<file path="config.mk">
export PLATFORM = sky130hd
export DESIGN_NAME = draw_number_fields
export DESIGN_NICKNAME = d
export VERILOG_FILES = /design/src/rtl/draw_num_pkg.sv /design/src/rtl/bin2bcd_seq.sv /design/src/rtl/draw_number_fields.sv
export SDC_FILE = /design/constraint.sdc
export NUM_CORES = 1
export LEC_CHECK = 0
export CAP_MARGIN = 5
export CORE_MARGIN = 1.5
export CORE_UTILIZATION = 53
export CTS_CLUSTER_DIAMETER = 30
export DETAILED_ROUTE_END_ITERATION = 6
export PLACE_DENSITY_LB_ADDON = 0.15
export SYNTH_ARGS = -nofsm -noshare
export SYNTH_HDL_FRONTEND = slang
export SYNTH_SLANG_ARGS = --single-unit
</file>
<file path="constraint.sdc">
create_clock -name vga_clk -period 8.08 [get_ports vga_clk]
set_input_delay 1.616 -clock vga_clk [delete_from_list [all_inputs] [get_ports vga_clk]]
set_output_delay 1.616 -clock vga_clk [all_outputs]
set_load 0.01 [all_outputs]
</file>
<file path="src/rtl/draw_num_pkg.sv">
// draw_num_pkg: shared types and constant functions for the multi-field number renderer
package draw_num_pkg;
  typedef enum logic [1:0] {IDLE, LOAD, SHIFT, STORE} conv_state_t;
  function automatic logic [31:0] max_bcd(input int n);
    logic [63:0] p;
    p = 64'd1;
    for (int i = 0; i < n; i++) p = p * 64'd10;
    return 32'(p - 64'd1);
  endfunction
  function automatic int clog2(input int n);
    int r;
    r = 0;
    while ((1 << r) < n) r++;
    return r;
  endfunction
  function automatic int fid_bits(input int n);
    return n < 2 ? 1 : clog2(n);
  endfunction
endpackage

</file>
<file path="src/rtl/bin2bcd_seq.sv">
// bin2bcd_seq: serial double-dabble converter, one bit per cycle, saturating to all nines
module bin2bcd_seq import draw_num_pkg::*; #(
  parameter int BINARY_BITS = 26,
  parameter int BCD_DIGITS = 8
) (
  input  logic                    vga_clk,
  input  logic                    rst,
  input  logic                    start,
  input  logic                    abort,
  input  logic [BINARY_BITS-1:0]  bin,
  output logic [4*BCD_DIGITS-1:0] bcd,
  output logic                    done
);
  localparam int CW = $clog2(BINARY_BITS + 1);
  logic [BINARY_BITS-1:0] sr;
  logic [4*BCD_DIGITS-1:0] acc, adj;
  logic [CW-1:0] cnt;
  logic run, sat;
  always_comb begin
    adj = acc;
    for (int i = 0; i < BCD_DIGITS; i++)
      adj[4*i +: 4] = acc[4*i +: 4] >= 4'd5 ? acc[4*i +: 4] + 4'd3 : acc[4*i +: 4];
  end
  // values wider than the digit count can hold would wrap, so clamp them up front
  always_ff @(posedge vga_clk)
    if (rst || abort) begin
      run <= 1'b0;
      cnt <= '0;
      sr  <= '0;
      acc <= '0;
      sat <= 1'b0;
    end else if (start) begin
      run <= 1'b1;
      cnt <= CW'(BINARY_BITS);
      sr  <= bin;
      acc <= '0;
      sat <= (BCD_DIGITS < 10) && (64'(bin) > 64'(max_bcd(BCD_DIGITS)));
    end else if (run) begin
      {acc, sr} <= {adj, sr} << 1;
      cnt <= cnt - 1'b1;
      run <= cnt != CW'(1);
    end
  assign done = run && cnt == CW'(1);
  assign bcd = sat ? {BCD_DIGITS{4'h9}} : acc;
endmodule

</file>
<file path="src/rtl/draw_number_fields.sv">
// draw_number_fields: renders NUM_FIELDS decimal fields via one shared BCD converter
// Optional DRAW_NUM_LZB_EN blanks leading zeros (rightmost digit always drawn).
module draw_number_fields import draw_num_pkg::*; #(
  parameter int NUM_FIELDS = 3,
  parameter int BINARY_BITS = 26,
  parameter int BCD_DIGITS = 8,
  parameter int DIGIT_WIDTH = 16,
  parameter int DIGIT_HEIGHT = 20,
  parameter int GLYPH_STRIDE = 320,
  parameter int ADDR_BITS = 12
) (
  input  logic                             vga_clk,
  input  logic                             rst,
  input  logic [10:0]                      x,
  input  logic [9:0]                       y,
  input  logic [NUM_FIELDS*BINARY_BITS-1:0] bin_in,
  input  logic [NUM_FIELDS*11-1:0]         field_x,
  input  logic [NUM_FIELDS*10-1:0]         field_y,
  output logic [ADDR_BITS-1:0]             addr,
  output logic                             dav,
  output logic [fid_bits(NUM_FIELDS)-1:0]  field_id,
  output logic                             conv_busy
);
  localparam int FW = fid_bits(NUM_FIELDS);
  localparam int SPAN = BCD_DIGITS * DIGIT_WIDTH;
  localparam int LW = $clog2(DIGIT_WIDTH);
  if (DIGIT_WIDTH < 1 || (DIGIT_WIDTH & (DIGIT_WIDTH - 1)) != 0) begin : g_dw_chk
    $error("DIGIT_WIDTH must be a power of two");
  end
  conv_state_t state, state_nx;
  logic [FW-1:0] fidx;
  logic [BINARY_BITS-1:0] cap [NUM_FIELDS];
  logic [4*BCD_DIGITS-1:0] pend [NUM_FIELDS];
  logic [4*BCD_DIGITS-1:0] disp [NUM_FIELDS];
  logic [4*BCD_DIGITS-1:0] bcd;
  logic frame_start, done, last, start;
  assign frame_start = x == 11'd0 && y == 10'd0;
  assign last = fidx == FW'(NUM_FIELDS - 1);
  always_ff @(posedge vga_clk)
    if (rst) state <= IDLE;
    else state <= state_nx;
  // a new frame always wins: in-flight work is dropped and field 0 restarts
  always_comb
    state_nx = frame_start ? LOAD :
               state == LOAD ? SHIFT :
               state == SHIFT ? (done ? STORE : SHIFT) :
               state == STORE ? (last ? IDLE : LOAD) : IDLE;
  always_comb begin
    conv_busy = state != IDLE;
    start = state == LOAD;
  end
  always_ff @(posedge vga_clk)
    if (rst) begin
      fidx <= '0;
      for (int i = 0; i < NUM_FIELDS; i++) begin
        cap[i] <= '0;
        pend[i] <= '0;
        disp[i] <= '0;
      end
    end else if (frame_start) begin
      fidx <= '0;
      for (int i = 0; i < NUM_FIELDS; i++) begin
        cap[i] <= bin_in[i*BINARY_BITS +: BINARY_BITS];
        disp[i] <= pend[i];
      end
    end else if (state == STORE) begin
      pend[fidx] <= bcd;
      if (!last) fidx <= fidx + 1'b1;
    end
  bin2bcd_seq #(.BINARY_BITS(BINARY_BITS), .BCD_DIGITS(BCD_DIGITS)) u_conv (
    .vga_clk(vga_clk),
    .rst(rst),
    .start(start),
    .abort(frame_start),
    .bin(cap[fidx]),
    .bcd(bcd),
    .done(done)
  );
  logic hit, hdraw;
  logic [FW-1:0] hf;
  logic [ADDR_BITS-1:0] haddr;
  int dx, dy, d, sh;
  // scan from the highest index down so the lowest overlapping field wins
  always_comb begin
    hit = 1'b0;
    hdraw = 1'b0;
    hf = '0;
    haddr = '0;
    dx = 0;
    dy = 0;
    d = 0;
    sh = 0;
    for (int f = NUM_FIELDS - 1; f >= 0; f--) begin
      dx = int'(x) - int'(field_x[f*11 +: 11]);
      dy = int'(y) - int'(field_y[f*10 +: 10]);
      d = dx >>> LW;
      sh = 4 * (BCD_DIGITS - 1 - d);
      if (dx >= 0 && dx < SPAN && dy >= 0 && dy < DIGIT_HEIGHT) begin
        hit = 1'b1;
        hf = FW'(f);
        haddr = ADDR_BITS'(int'(4'(disp[f] >> sh)) * GLYPH_STRIDE + dy * DIGIT_WIDTH + (dx & (DIGIT_WIDTH - 1)));
`ifdef DRAW_NUM_LZB_EN
        hdraw = d == BCD_DIGITS - 1 || |(disp[f] >> sh);
`else
        hdraw = 1'b1;
`endif
      end
    end
  end
  always_ff @(posedge vga_clk)
    if (rst) begin
      addr <= '0;
      dav <= 1'b0;
      field_id <= '0;
    end else begin
      dav <= hit && hdraw;
      field_id <= hit ? hf : '0;
      if (hit) addr <= haddr;
    end
endmodule
</file>
# Word-level counts from Yosys, hierarchy flattened
# Memory sizes are Yosys's and may differ from the RTL's. A register that Yosys moved wholly into a read port is not among the register bits.
# Index checks and enable logic that the tools add are counted.
dict set report totals {
  wordCells 150
  mem_bits_rw 270
  n_memories 3
  out_inout_bits 16
  rom_bits 0
  ff_bits 83
  latchBits 0
}
dict set report classes {
  add_sub_neg 25
  div 0
  mux 48
  shift 3
  n_bitwise 8
  mul 3
  n_lt_le_gt_ge 20
  n_eq_ne 6
  n_reduce_logical 22
}
# name words width rd rd_ports_with_merged_regs write_ports line
set memory_table {}
lappend memory_table {disp 3 32 3 0 3 draw_number_fields.sv:34} ;# logic [4*BCD_DIGITS-1:0] disp [NUM_FIELDS];
lappend memory_table {pend 3 32 3 0 3 draw_number_fields.sv:33} ;# logic [4*BCD_DIGITS-1:0] pend [NUM_FIELDS];
lappend memory_table {cap 3 26 1 1 3 draw_number_fields.sv:32} ;# logic [BINARY_BITS-1:0] cap [NUM_FIELDS];
# cell count
set ops {}
lappend ops {{$mux W26} 5}
lappend ops {{$mux W32} 4}
lappend ops {{$shr A32 B32 Y4} 3}
lappend ops {{$add A12 B12 Y12} 3}
lappend ops {{$add A12 B5 Y12} 3}
lappend ops {{$ge A12 B1 Y1 const B} 3}
lappend ops {{$lt A12 B9 Y1 const B} 3}
lappend ops {{$mux W12} 3}
lappend ops {{$sub A11 B11 Y12} 3}
lappend ops {{$ge A11 B1 Y1 const B} 3}
lappend ops {{$lt A11 B6 Y1 const B} 3}
lappend ops {{$sub A10 B10 Y11} 3}
lappend ops {{$ge A4 B3 Y1 const B} 8}
lappend ops {{$reduce_or A32 Y1} 1}
lappend ops {{$add A4 B2 Y4 const B} 7}
lappend ops {{$mux W4} 7}
lappend ops {{$sub A4 B8 Y9 const A} 3}
lappend ops {{$mux W1} 20}
lappend ops {{$mul A4 B3 Y6 const B} 3}
lappend ops {{$mux W2} 6}
lappend ops {{$logic_and A1 B1 Y1} 11}
lappend ops {{$logic_not A11 Y1} 1}
lappend ops {{$logic_not A10 Y1} 1}
lappend ops {{$mux W5} 2}
lappend ops {{other kinds (16)} 26}

# Logic depth before layout (Yosys ltp)
dict set report depth {
  ltp_word 10
  depth_mapped 26
  depth_no_buf 26
}

# Cells and area by module
# Synthesis repeated with hierarchy kept, for this count alone.
dict set report unflattened {
  hier_cells 1827
  hier_area_um2 20049.2
}
# module instances area_each_um2 cells_each
set by_module_without_submodules {}
lappend by_module_without_submodules {draw_number_fields 1 16799.9 1439}
lappend by_module_without_submodules {bin2bcd_seq 1 3249.4 388}

# Worst setup path after synthesis
# OpenSTA, ideal clock, no wires.
dict set report synth_timing {
  kind {input port to flip-flop}
  from {in x[0]}
  to {mem cap[0][0], enable pin}
  setup_slack_ns -0.437
  arrival_ns 7.911
  path_buffers 2
  cell_stages 5
  setup_time_ns 0.606
  path_cell_list {or4_1 nor4_1 or2_2 clkbuf_1 clkbuf_1}
}
# element line
set synth_lines {}
lappend synth_lines {{start, declared} draw_number_fields.sv:14} ;# input logic [10:0] x,
lappend synth_lines {{end, declared} draw_number_fields.sv:32}

# Final worst setup path
dict set report layout_timing {
  from {in x[0]}
  to {reg addr[11]}
}
dict set report layout_via {
  elab_chain_len 9
  word_cells_on_any_way 39
}
# element line
set layout_lines {}
lappend layout_lines {{$sub A11 B11 Y12} draw_number_fields.sv:94} ;# dx = int'(x) - int'(field_x[f*11 +: 11]);
lappend layout_lines {{$sub A4 B8 Y9} draw_number_fields.sv:97} ;# sh = 4 * (BCD_DIGITS - 1 - d);
lappend layout_lines {{$shr A32 B32 Y4} draw_number_fields.sv:101} ;# haddr = ADDR_BITS'(int'(4'(disp[f] >> sh)) * GLYPH_STRIDE + dy * DIGIT_WIDTH + (dx & (DIGIT_WIDTH - 1)));
lappend layout_lines {{$mul A4 B3 Y6} draw_number_fields.sv:101}
lappend layout_lines {{$add A12 B12 Y12} draw_number_fields.sv:101}
lappend layout_lines {{$add A12 B5 Y12} draw_number_fields.sv:101}
lappend layout_lines {{$mux W12 (3 in a row)} draw_number_fields.sv:98} ;# if (dx >= 0 && dx < SPAN && dy >= 0 && dy < DIGIT_HEIGHT) begin
lappend layout_lines {{end signal, assigned} draw_number_fields.sv:118} ;# if (hit) addr <= haddr;
lappend layout_lines {{end, declared} draw_number_fields.sv:19} ;# output logic [ADDR_BITS-1:0] addr,
# Several ways; a longest one is shown, not always the timed one.
# A chain may end at the register's enable or synchronous reset.

==> summary.md <==
| Metric | Value |
|---|---|
| Fin area | 0.0249 mm² |
| # resized after CTS | 0 |
| Die Wd | 198 µm |
| CTS tree | yes |
| DP Wirelength | 34700 µm |
| Fill count | 2899 |
| Max Root-Sink Buffers | 3 |
| Vias in the first global route | 14.9k |
| Area fraction of the dominant cell type after synthesis | 0.401 |
| Commonest cells in the netlist | edfxtp_1 (270), and3_1 (178), nor2_1 (140) |
| Worst Hold Depth | 2 |
| Post-route minimum period | 7.04 ns |
| Worst Hold Path EP | u_conv.acc[0] |
| Area of the die | 0.0393 mm² |
| Max Cap Viol | 0 |
| Rel. slew slack | 0.149 |
| Fmax | 142 MHz |
| Reg2reg end | addr[11] |
| Via count | 15.1k |
| Vias per std cell | 5.74 |
| VDD IR max | 0.000229 V |
| Routed len/inst | 19.2 µm |
| Largest net degree at the start of global routing | 120 |
| Crit path depth | 25 |
| Hold Crit Start | u_conv.sr[25] |
| Top post-synthesis cells by area | edfxtp_1 (40%), dfxtp_1 (8.4%), ha_1 (7.1%), and3_1 (5.5%), and2_1 (3.2%) |
| Final setup viols | 0 |
| Post-CTS Setup Inserts | 0 |
| Grt met1 use | 0.340 |
| Gpl congestion | 0.936 |
| Cell depth of the worst flop-to-flop path | 17 |
| Die Y-Extent | 198 µm |
| Cell mode on critical path | ha_1 |
| Post-layout nets | 2355 |
| Final Max Slew Viols | 0 |
| Crit path buf inv count | 3 |
| Length of the first detailed-routing pass in iterations | 5 |
| Area Overhead vs Synth | 23.5% |
| Sequential cell area | 0.00981 mm² |
| Antenna violations before repair | 0 |
| Most used DFF post-synth | edfxtp_1 |
| Top Usage Layer GRT | met2 |
| HP Class | reg2reg |
| FP Rows | 71 |
| Register area share after synthesis | 0.486 |
| Critical path class | in2reg |
| # DRC | 0 |
| Critical Path RT | 8.53 ns |
| Remaining antenna violation count | 0 |
| Static leakage | 0.0103 µW |
| Cts bufs inserted | 72 |
| Met3 Use GR | 0.0443 |
| Synthesized cell area | 0.0202 mm² |
| Global-route wire length before repair | 78900 µm |
| Routed WL | 50700 µm |
| Yosys synthesis warning count | 0 |
| Fin. Hold Viols | 0 |
| GRT overflow | 0 |
| Fin crit share | 0.871 |
| Initial Util | 0.538 |
| Syn_nets | 2178 |
| Fraction of layout cells with a size suffix above 1 | 0.0932 |
| Worst reg2reg startpoint | disp[0][27] |
| Total GRT Usage | 0.260 |
| WP data arrival | 7.49 ns |
| P per Cell Area | 230 mW/mm² |
| Clk slew on worst S/H paths | 0.05 ns |
| Ant. Diodes | 0 |
| Met2 Use GR | 0.434 |
| Worst-skew pair later-pin latency | 0.59 ns |
| Post-cts hold buffer count | 0 |
| Setup Skew | 0.0177 ns |
| Clock sink total | 355 |
| FF+latch count, synth | 355 |
| Number of H-tree levels | 3 |
| CP startpoint kind | primary input |
| RSZ-0062 raised after global routing | false |
| Setup_tns | 0 ns |
| Number of synthesized flops with an enable pin | 270 |
| Clk root buf | clkbuf_16 |
| Placement Cell Area | 0.0224 mm² |
| Leading cell type by number of instances after synthesis | edfxtp_1 |
| R2R Setup Slk | 3.80 ns |
| Status | completed |
| Worst Path Max Fanout | 6 |
| Initial drt markers | 1092 |
| Slew @ Worst Pin | 1.28 ns |
| Multi-input logic area | 0.00956 mm² |
| Crit end category | flip-flop |
| Top-level I/O count | 180 |
| Port Buf Inserts | 179 |
| Worst Setup SP | x[0] |
| Slowest cell on the critical path | clkdlybuf4s50_1 |
| Family with the most delay on the worst path | adder cells |
| Max incr delay on CP | 0.49 ns |
| Synth area leader | edfxtp_1 |
| Core area | 0.0376 mm² |
| Post-Syn Area per Cell | 10.7 µm² |
| Post-synth ARST share | 0 |
| Synthesized instance count | 1887 |
| Netlist cell types | 80 |
[per-layer routing]
layer | wire (µm) | vias to the layer above
met4 | 1260 | 0
met2 | 24200 | 431
met5 | 0 | -
li1 | - | 7334
met3 | 2980 | 84
met1 | 22200 | 7287
[cells by family (layout without fill, tap and decap cells)]
kind of cell               Yosys count  count (layout)  share of synthesized area
and+or+nand+nor                    646             646                      0.177
adders and majority gates          127             127                     0.0831
muxes                               81              81                     0.0536
DFF                                355             355                      0.486
buffers and inverters              222             459                     0.0418
AOI/OAI and AO/OA                  381             381                      0.126
xor gates and xnor gates            75              75                     0.0333
[power breakdown]
part           internal (µW)  leakage [µW]  switching (µW)  total, µW
Clock                   1950       0.00119            1030       2980
Combinational            327       0.00568             405        732
Sequential              2010       0.00341            15.0       2030
Total                   4290        0.0103            1450       5740
[layout make-up]
class / instances / share of cell area
Sequential cell: 355 / 0.393
Multi-Input combinational cell: 1310 / 0.383
Timing Repair Buffer: 204 / 0.0793
Clock buffer: 84 / 0.0781
Tap cell: 511 / 0.0256
Clock inverter: 50 / 0.0222
Inverter: 121 / 0.0183
[layout by cell type, fill, tap and decap left out, types with 30 or more instances in the layout]
cell type / instances
o21ai_0: 53
and2_1: 103
xnor2_1: 49
clkbuf_16: 74
nor2b_1: 39
mux2i_1: 58
a211oi_1: 63
nand2_1: 46
nor2_1: 140
inv_1: 120
edfxtp_1: 270
dfxtp_1: 84
and3_1: 178
clkdlybuf4s50_1: 179
a21oi_1: 118
nor3_1: 30
ha_1: 114
[worst min-delay path: cells and delay by family (launching register included)]
kind             cells  cell delay (ns)
flip-flops           1             0.32
multiplexers         1             0.08
AND/OR/NAND/NOR      1             0.10
[worst max path at each step]
| stage | endpoint |
|---|---|
| 6_report | addr[11] |
| 5_1_grt | addr[11] |
| 4_1_cts | addr[11] |
| 3_5_place_dp | addr[11] |
| 3_3_place_gp | addr[11] |
| 2_1_floorplan | addr[10] |
[through the flow]
step	setup slack [ns]	util	total power, µW	instances	hold WS (ns)
finish	1.04	0.664	5740	2635	0.539
global route	0.700	0.664	5930	2635	0.546
CTS	1.10	0.664	5770	2635	0.539
detailed placement	0.517	0.597	2790	2501	0.493
global placement	0.603	0.597	2770	2501	0.474
floorplan	1.63	-	2530	1887	0.456
[registers in the layout, summed over array words and instances, names as in the netlist, named ones only]
register    flops
pend           96
u_conv.sr      26
field_id        2
u_conv.acc     32
state           2
u_conv.run      1
addr           12
dav             1
fidx            2
cap            78
disp           96
u_conv.cnt      5
(Power assumes the default switching activity.)
